## src/rtl/imem_fetch_arbiter.sv

```systemverilog
// Round-robin arbiter sharing one fixed-latency, single-port instruction memory
// between two core fetch stages; one fetch in flight at a time.
module imem_fetch_arbiter #(
  parameter int ADDR_W = 32,
  parameter int DATA_W = 32,
  parameter int LAT    = 1
) (
  input  logic              clk,
  input  logic              reset,

  input  logic              req0,
  input  logic [ADDR_W-1:0] addr0,
  output logic              grant0,
  output logic [DATA_W-1:0] rdata0,
  output logic              rvalid0,

  input  logic              req1,
  input  logic [ADDR_W-1:0] addr1,
  output logic              grant1,
  output logic [DATA_W-1:0] rdata1,
  output logic              rvalid1,

  output logic              mem_en,
  output logic [ADDR_W-1:0] mem_addr,
  input  logic [DATA_W-1:0] mem_rdata,

  output logic              busy
);

  typedef enum logic {
    S_IDLE,
    S_WAIT
  } state_e;

  // The counter value on which mem_rdata is valid (cycle T+LAT).
  localparam logic [2:0] CNT_LAST = 3'(LAT - 1);

  state_e            state_q, state_d;
  logic [2:0]        cnt_q, cnt_d;
  logic              prio_q, prio_d;     // 0: core 0 favoured on a tie
  logic              owner_q, owner_d;   // core whose fetch is in flight
  logic [DATA_W-1:0] rdata0_q, rdata0_d;
  logic [DATA_W-1:0] rdata1_q, rdata1_d;
  logic              rvalid0_q, rvalid0_d;
  logic              rvalid1_q, rvalid1_d;
  logic              winner;

  // A lone requester wins outright; the pointer only breaks ties.
  assign winner = (req0 && req1) ? prio_q : req1;

  // NOTE: every signal written here gets a default first, so no path leaves
  // one unassigned and no latch is inferred.
  always_comb begin
    state_d   = state_q;
    cnt_d     = cnt_q;
    prio_d    = prio_q;
    owner_d   = owner_q;
    rdata0_d  = rdata0_q;
    rdata1_d  = rdata1_q;
    rvalid0_d = 1'b0;
    rvalid1_d = 1'b0;
    grant0    = 1'b0;
    grant1    = 1'b0;
    mem_en    = 1'b0;
    mem_addr  = '0;

    unique case (state_q)
      S_IDLE: begin
        if (req0 || req1) begin
          mem_en = 1'b1;
          if (winner) begin
            grant1   = 1'b1;
            mem_addr = addr1;
          end else begin
            grant0   = 1'b1;
            mem_addr = addr0;
          end
          owner_d = winner;
          prio_d  = ~winner;
          cnt_d   = '0;
          state_d = S_WAIT;
        end
      end

      S_WAIT: begin
        if (cnt_q == CNT_LAST) begin
          if (owner_q) begin
            rdata1_d  = mem_rdata;
            rvalid1_d = 1'b1;
          end else begin
            rdata0_d  = mem_rdata;
            rvalid0_d = 1'b1;
          end
          cnt_d   = '0;
          state_d = S_IDLE;
        end else begin
          cnt_d = cnt_q + 3'd1;
        end
      end

      default: state_d = S_IDLE;
    endcase
  end

  // NOTE: state registers use non-blocking assignments so every flop samples
  // the pre-edge values regardless of statement order.
  always_ff @(posedge clk or posedge reset) begin
    if (reset) begin
      state_q   <= S_IDLE;
      cnt_q     <= '0;
      prio_q    <= 1'b0;
      owner_q   <= 1'b0;
      rdata0_q  <= '0;
      rdata1_q  <= '0;
      rvalid0_q <= 1'b0;
      rvalid1_q <= 1'b0;
    end else begin
      state_q   <= state_d;
      cnt_q     <= cnt_d;
      prio_q    <= prio_d;
      owner_q   <= owner_d;
      rdata0_q  <= rdata0_d;
      rdata1_q  <= rdata1_d;
      rvalid0_q <= rvalid0_d;
      rvalid1_q <= rvalid1_d;
    end
  end

  assign rdata0  = rdata0_q;
  assign rdata1  = rdata1_q;
  assign rvalid0 = rvalid0_q;
  assign rvalid1 = rvalid1_q;
  assign busy    = (state_q != S_IDLE);

  a_one_grant : assert property (@(posedge clk) disable iff (reset) !(grant0 && grant1));
  a_one_rvalid : assert property (@(posedge clk) disable iff (reset) !(rvalid0 && rvalid1));

endmodule

```

## config.mk

```make
export PLATFORM = sky130hd
export DESIGN_NAME = imem_fetch_arbiter
export DESIGN_NICKNAME = d
export VERILOG_FILES = /design/src/rtl/imem_fetch_arbiter.sv
export SDC_FILE = /design/constraint.sdc
export NUM_CORES = 1
export LEC_CHECK = 0
export CORE_MARGIN = 3
export CORE_UTILIZATION = 25
export DETAILED_ROUTE_END_ITERATION = 10
export PLACE_DENSITY = 0.64
export SLEW_MARGIN = 0
export SYNTH_ARGS = -nofsm -noshare
export SYNTH_HDL_FRONTEND = slang
export SYNTH_SLANG_ARGS = --single-unit
```

## constraint.sdc

```tcl
create_clock -name clk -period 3.69 [get_ports clk]
set_input_delay 1.107 -clock clk [delete_from_list [all_inputs] [get_ports clk]]
set_output_delay 1.107 -clock clk [all_outputs]
set_load 0.01 [all_outputs]
```

==> results of run 1 <==
routing by layer:
layer / GRT usage / vias to the layer above
met4: 0.06713 / 0
met2: 0.2521 / 173
met3: 0.05359 / 18
met5: 0 / -
met1: 0.1518 / 1480
li1: - / 1432
power groups by stage:
stage,sequential [uW],combinational (uW),clock [uW]
finish,1380,2500,878
global route,1430,2680,959
CTS,1390,2570,914
detailed placement,1400,2580,0
global placement,1390,2560,0
floorplan,1560,1120,0
cell type report:
class | count | area, sq um | share of cell area
well taps | 176 | 220.2 | 0.03627
repair buffers | 214 | 2216 | 0.3649
inverters | 6 | 22.52 | 0.003709
clock buffers | 9 | 225.2 | 0.03709
multi-input cells | 188 | 1506 | 0.2481
flip-flops and latches | 72 | 1802 | 0.2967
clock inverters | 7 | 80.08 | 0.01319
Yosys cell counts, drive strengths merged:
library cell,n
a21oi,34
and2b,1
and3b,1
buf,12
clkbuf,13
dfrtp,72
ha,2
inv,6
mux2,64
nand2,6
nand2b,2
nand3,33
nor2,2
nor2b,2
nor3,1
o21ai,37
o21bai,1
o22ai,1
o31ai,1
flip-flops by register name, summed over array words and instances (netlist names):
name / cells
busy: 1
cnt_q: 3
owner_q: 1
prio_q: 1
rdata0: 32
rdata1: 32
rvalid0: 1
rvalid1: 1
layout by cell type (no fill, tap or decap), drive strengths merged, types with 9 or more instances in the layout:
cell type and n:
o21ai 37, clkdlybuf4s50 167, clkbuf 9, a21oi 34
nand3 33, mux2 64, dlygate4sd2 14, buf 13
dfrtp 72, dlymetal6s2s 19
how the worst min path moves through the flow:
| stage | start | endpoint |
|---|---|---|
| floorplan | prio_q | prio_q |
| global placement | rdata0[24] | rdata0[24] |
| detailed placement | rdata0[18] | rdata0[18] |
| CTS | rdata1[13] | rdata1[13] |
| global route | rdata1[31] | rdata1[31] |
| finish | rdata1[13] | rdata1[13] |
cell families after synthesis:
kind of cell | Yosys count | synth area share
simple gates | 48 | 0.07313
mux | 64 | 0.2388
flops | 72 | 0.5187
fa+ha+maj | 2 | 0.007203
compound gates | 74 | 0.1095
buf+inv | 31 | 0.05260
per-stage QoR:
stage / hold WS [ns] / setup slack, ns / setup TNS (ns) / util
global placement: 0.4887 / -0.4508 / -8.453 / 0.4268
global route: 0.5128 / 0.02875 / 0 / 0.4531
finish: 0.5001 / 0.1312 / 0 / 0.4531
CTS: 0.5051 / 0.001210 / 0 / 0.4495
floorplan: 0.4809 / 0.6757 / 0 / -
detailed placement: 0.4903 / -0.4461 / -8.546 / 0.4268
repair_timing:
action | 4_1_cts | 5_1_grt
resized for setup | 21 | 20
pin swaps | 2 | 0
setup endpoints to repair | 35 | 19
==> reports/qor.csv, run 1 <==
metric,value,unit
dr.max_layer_used,met4,
grt_max_degree,43,
crit_buf_inv,3,
drv_slew,0,
combPwrFrac,0.525,
p_leak,0.002797,uW
hold_viol,0,
p_total,4767,uW
critical_path_cell_count,6,
cts-buffers-inserted,9,
core_region_area,13400,sq um
drc,0,
postCtsHoldBufs,0,
seqPwrFrac,0.290,
drive_above_1_share,0.2097,
p_clk_frac,0.184,
vias_per_cell,4.618,
min_period_over_period,0.9645,
post-route-cell-area,6072,sq um
nNetsFinal,593,
synth_top_area_cell,dfrtp_1,
initial_core_util,0.2592,
fp.dieArea,15340,sq um
r2r_cells,6,
dr_wl_met3,1.053,mm
synthCells,291,
cts_buffer_depth,2,
finalNonFillerCells,672,
dp.cells,656,
setup_violations,0,
endpoint,grant1,
htree_levels,3,
syn2layout_area_growth,74.82,%
path_delay_family,buffers and inverters,
place_congestion,0.9503,
synth_area_leaders,"dfrtp_1, mux2_4, mux2_2",
avgSynthCellArea,11.94,sq um
r2r_slack,1.29,ns
swShare,0.3198,
rsz0062_at_grt,no,
syn-cell-area,3473,sq um
die_w,123.9,um
cts_root_buf,clkbuf_16,
fmax,0.2810,GHz
die_h,123.9,um
worstSkewPairLatency,0.33,ns
grt-ovfl-total,0,
track_usage,0.1436,
cp_max_fo,33,
fillers,1260,
p_switching,1525,uW
skew,0.006386,ns
critPathCaptureType,output pin,
antenna_found_initial,0,
startpoint,req0,
netlist.area_leader.share,0.5187,
clkTransAtPathRegs,0.06,ns
grt_pass1_vias,3317,
ioPinCount,202,
grt_pass1_wl,16.79,mm
met2_length,5.466,mm
ant_nets,0,
postCtsSetupBuffers,0,
ys_types,24,
reg2reg_to,rdata0[30],
min_period,3.559,ns
r2r_start,cnt_q[0],
wl_met1,4.087,mm
irDropWorstVdd,0.0002284,V
rows,42,
num_vias,3103,
firstDrtPassIters,4,
required,2.58,ns
worstHoldPathType,reg -> reg,
synth_seq_cells,72,
drv_cap,0,
internal_power,3242,uW
cts_sinks,72,
hold_path_depth,1,
path_cells,dlygate4sd2_1 -> nand2b_1 -> buf_12 -> nand2_1 -> nor2_1 -> clkdlybuf4s50_1,
routed_wl,10.96,mm
powerDensity,785.0,nW/um^2
critPathLaunchType,primary input,
cp_slowest_cell,clkdlybuf4s50_1,
port_buffers,201,
diodes,0,
worst_slew_pin_slew,0.9338,ns
routed_wire_length_per_instance,16.31,um
cts_tree,yes,
drt_iter0_drc,130,
arrival,2.45,ns
status,"finished, final reports clean",
syn-num-nets,393,
critPathKind,in -> out,
ys_warn_count,0,
slowest_delay,0.56,ns
dpl.hpwl,8.038,mm
slew_headroom,0.3774,
dpl_cell_area,5719,sq um
ys_seq_area_frac,0.5187,
Power figures use the tool's default switching activity.
==> run 2, diff against run 1 <==
==> constraint.sdc (replaced) <==
create_clock -name clk -period 4.1 [get_ports clk]
set_input_delay 1.23 -clock clk [delete_from_list [all_inputs] [get_ports clk]]
set_output_delay 1.23 -clock clk [all_outputs]
set_load 0.1 [all_outputs]
==> run 2 against run 1 <==
Against the previous run:
- die area did not move
- critical path depth unchanged
- via count is 0.52% lower
- highest routed layer unchanged
==> reports/qor.csv, run 2 (synthesis gave the netlist of run 1 again) <==
metric,value,unit,change
routed_wl,10.79,mm,was 10.96 mm
cts_root_buf,clkbuf_16,,unchanged
arrival,2.66,ns,was 2.45 ns
die_h,123.9,um,unchanged
drc,0,,unchanged
drv_cap,0,,unchanged
status,"finished, final reports clean",,unchanged
die_w,123.9,um,unchanged
cts-buffers-inserted,9,,unchanged
rsz0062_at_grt,no,,unchanged
cts_tree,yes,,unchanged
path_cells,clkdlybuf4s50_1 -> and2b_1 -> buf_12 -> o21ai_0 -> a21oi_1 -> buf_12,,was dlygate4sd2_1 -> nand2b_1 -> buf_12 -> nand2_1 -> nor2_1 -> clkdlybuf4s50_1
critPathKind,in -> out,,unchanged
dp.cells,652,,was 656
fmax,0.2572,GHz,
finalNonFillerCells,667,,was 672
path_common_cell,buf_12,,
hold_viol,0,,unchanged
firstDrtPassIters,4,,unchanged
nNetsFinal,589,,was 593
drv_slew,0,,unchanged
drive_above_1_share,0.3259,,was 0.2097
core_region_area,13400,sq um,unchanged
worst_slew_pin_slew,1.132,ns,was 0.9338 ns
grt_pass1_vias,3290,,was 3317
min_period_over_period,0.9484,,
slowest_delay,0.50,ns,was 0.56 ns
cp_slowest_cell,clkdlybuf4s50_1,,unchanged
num_vias,3087,,was 3103
postCtsHoldBufs,0,,unchanged
place_congestion,0.8285,,was 0.9503
routed_wire_length_per_instance,16.18,um,was 16.31 um
cp_max_fo,32,,was 33
clkTransAtPathRegs,0.05,ns,was 0.06 ns
vias_per_cell,4.628,,was 4.618
cts_buffer_depth,2,,unchanged
path_delay_family,buffers and inverters,,unchanged
ant_nets,0,,unchanged
dpl.hpwl,8.138,mm,was 8.038 mm
worstSkewPairLatency,0.33,ns,about the same
wl_met1,4.139,mm,was 4.087 mm
critPathCaptureType,output pin,,unchanged
diodes,0,,unchanged
postCtsResizedCells,0,,was 21
grt_max_degree,44,,was 43
rows,42,,unchanged
ioPinCount,202,,unchanged
postCtsSetupBuffers,0,,unchanged
grt_pass1_wl,17.00,mm,was 16.79 mm
dr_wl_met3,1.150,mm,was 1.053 mm
fp.dieArea,15340,sq um,unchanged
final_common_cell,clkdlybuf4s50_1,,unchanged
worstHoldPathType,reg -> reg,,unchanged
antenna_found_initial,0,,unchanged
skew,0.006627,ns,was 0.006386 ns
setup_violations,0,,unchanged
htree_levels,3,,unchanged
crit_buf_inv,3,,unchanged
min_period,3.889,ns,
track_usage,0.1427,,was 0.1436
syn2layout_area_growth,85.12,%,was 74.82%
initial_core_util,0.2592,,unchanged
met2_length,5.295,mm,was 5.466 mm
critPathLaunchType,primary input,,unchanged
port_buffers,201,,unchanged
slew_headroom,0.2453,,was 0.3774
layout_common_cells,"clkdlybuf4s50_1, dfrtp_1, buf_12",,"was clkdlybuf4s50_1, dfrtp_1, o21ai_0"
drt_iter0_drc,133,,was 130
cts_sinks,72,,unchanged
grt-ovfl-total,0,,unchanged
required,2.87,ns,was 2.58 ns
dr.max_layer_used,met4,,unchanged
fillers,1193,,was 1260
-- run 2: cell count changes in the layout (fill, tap and decap cells not counted), sizes merged --
| cell | previous run | this run |
|---|---|---|
| buf | 13 | 46 |
| clkbuf | 9 | 11 |
| dlymetal6s2s | 19 | 0 |
| clkinvlp | 1 | 2 |
| clkinv | 3 | 0 |
| dlygate4sd2 | 14 | 0 |
| clkdlybuf4s15 | 1 | 0 |
| inv | 8 | 7 |
| clkdlybuf4s50 | 167 | 164 |
-- run 2: layout make-up --
type,count,area [sq um],share of cell area
timing repair buffer,210,2475,0.3849
clock buffer,11,242.7,0.03775
sequential,72,1802,0.2802
inverter,6,22.52,0.003503
tap,176,220.2,0.03425
clock inverter,4,53.80,0.008367
multi-input combinational,188,1614,0.2510
-- run 2: through the flow --
step | instance area (sq um) | utilization | worst slack (ns) | setup TNS, ns | hold WS, ns
floorplan | 3590 | - | -0.1531 | -0.3063 | 0.4809
global placement | 6133 | 0.4577 | 0.2257 | 0 | 0.4896
detailed placement | 6133 | 0.4577 | 0.2046 | 0 | 0.4931
CTS | 6430 | 0.4798 | 0.2003 | 0 | 0.5048
global route | 6430 | 0.4798 | 0.1262 | 0 | 0.5174
finish | 6430 | 0.4798 | 0.2115 | 0 | 0.5026
-- run 2: path summary, 6_finish.rpt --
kind / start / endpoint / slack (ns) / cells after the start
setup / recovery: req0 / mem_addr[0] / 0.21 / 6
hold / removal: rdata1[20] / rdata1[20] / 0.50 / 1
setup reg to reg: cnt_q[0] / rdata0[25] / 1.77 / 5
hold reg to reg: rdata1[20] / rdata1[20] / 0.50 / 1
max in group asynchronous: reset / rdata0[12] / 1.91 / 3
min in group asynchronous: reset / rdata1[19] / 1.44 / 2
-- run 2: metal layers --
metal  global-route usage  vias to the layer above
li1                     -                     1422
met1               0.1577                     1503
met2               0.2440                      151
met3              0.05813                       11
met4              0.05606                        0
met5                    0                        -
Power of run 2 is not shown: default switching activity piles up to over one toggle a cycle in this logic, so the estimate is an artifact.
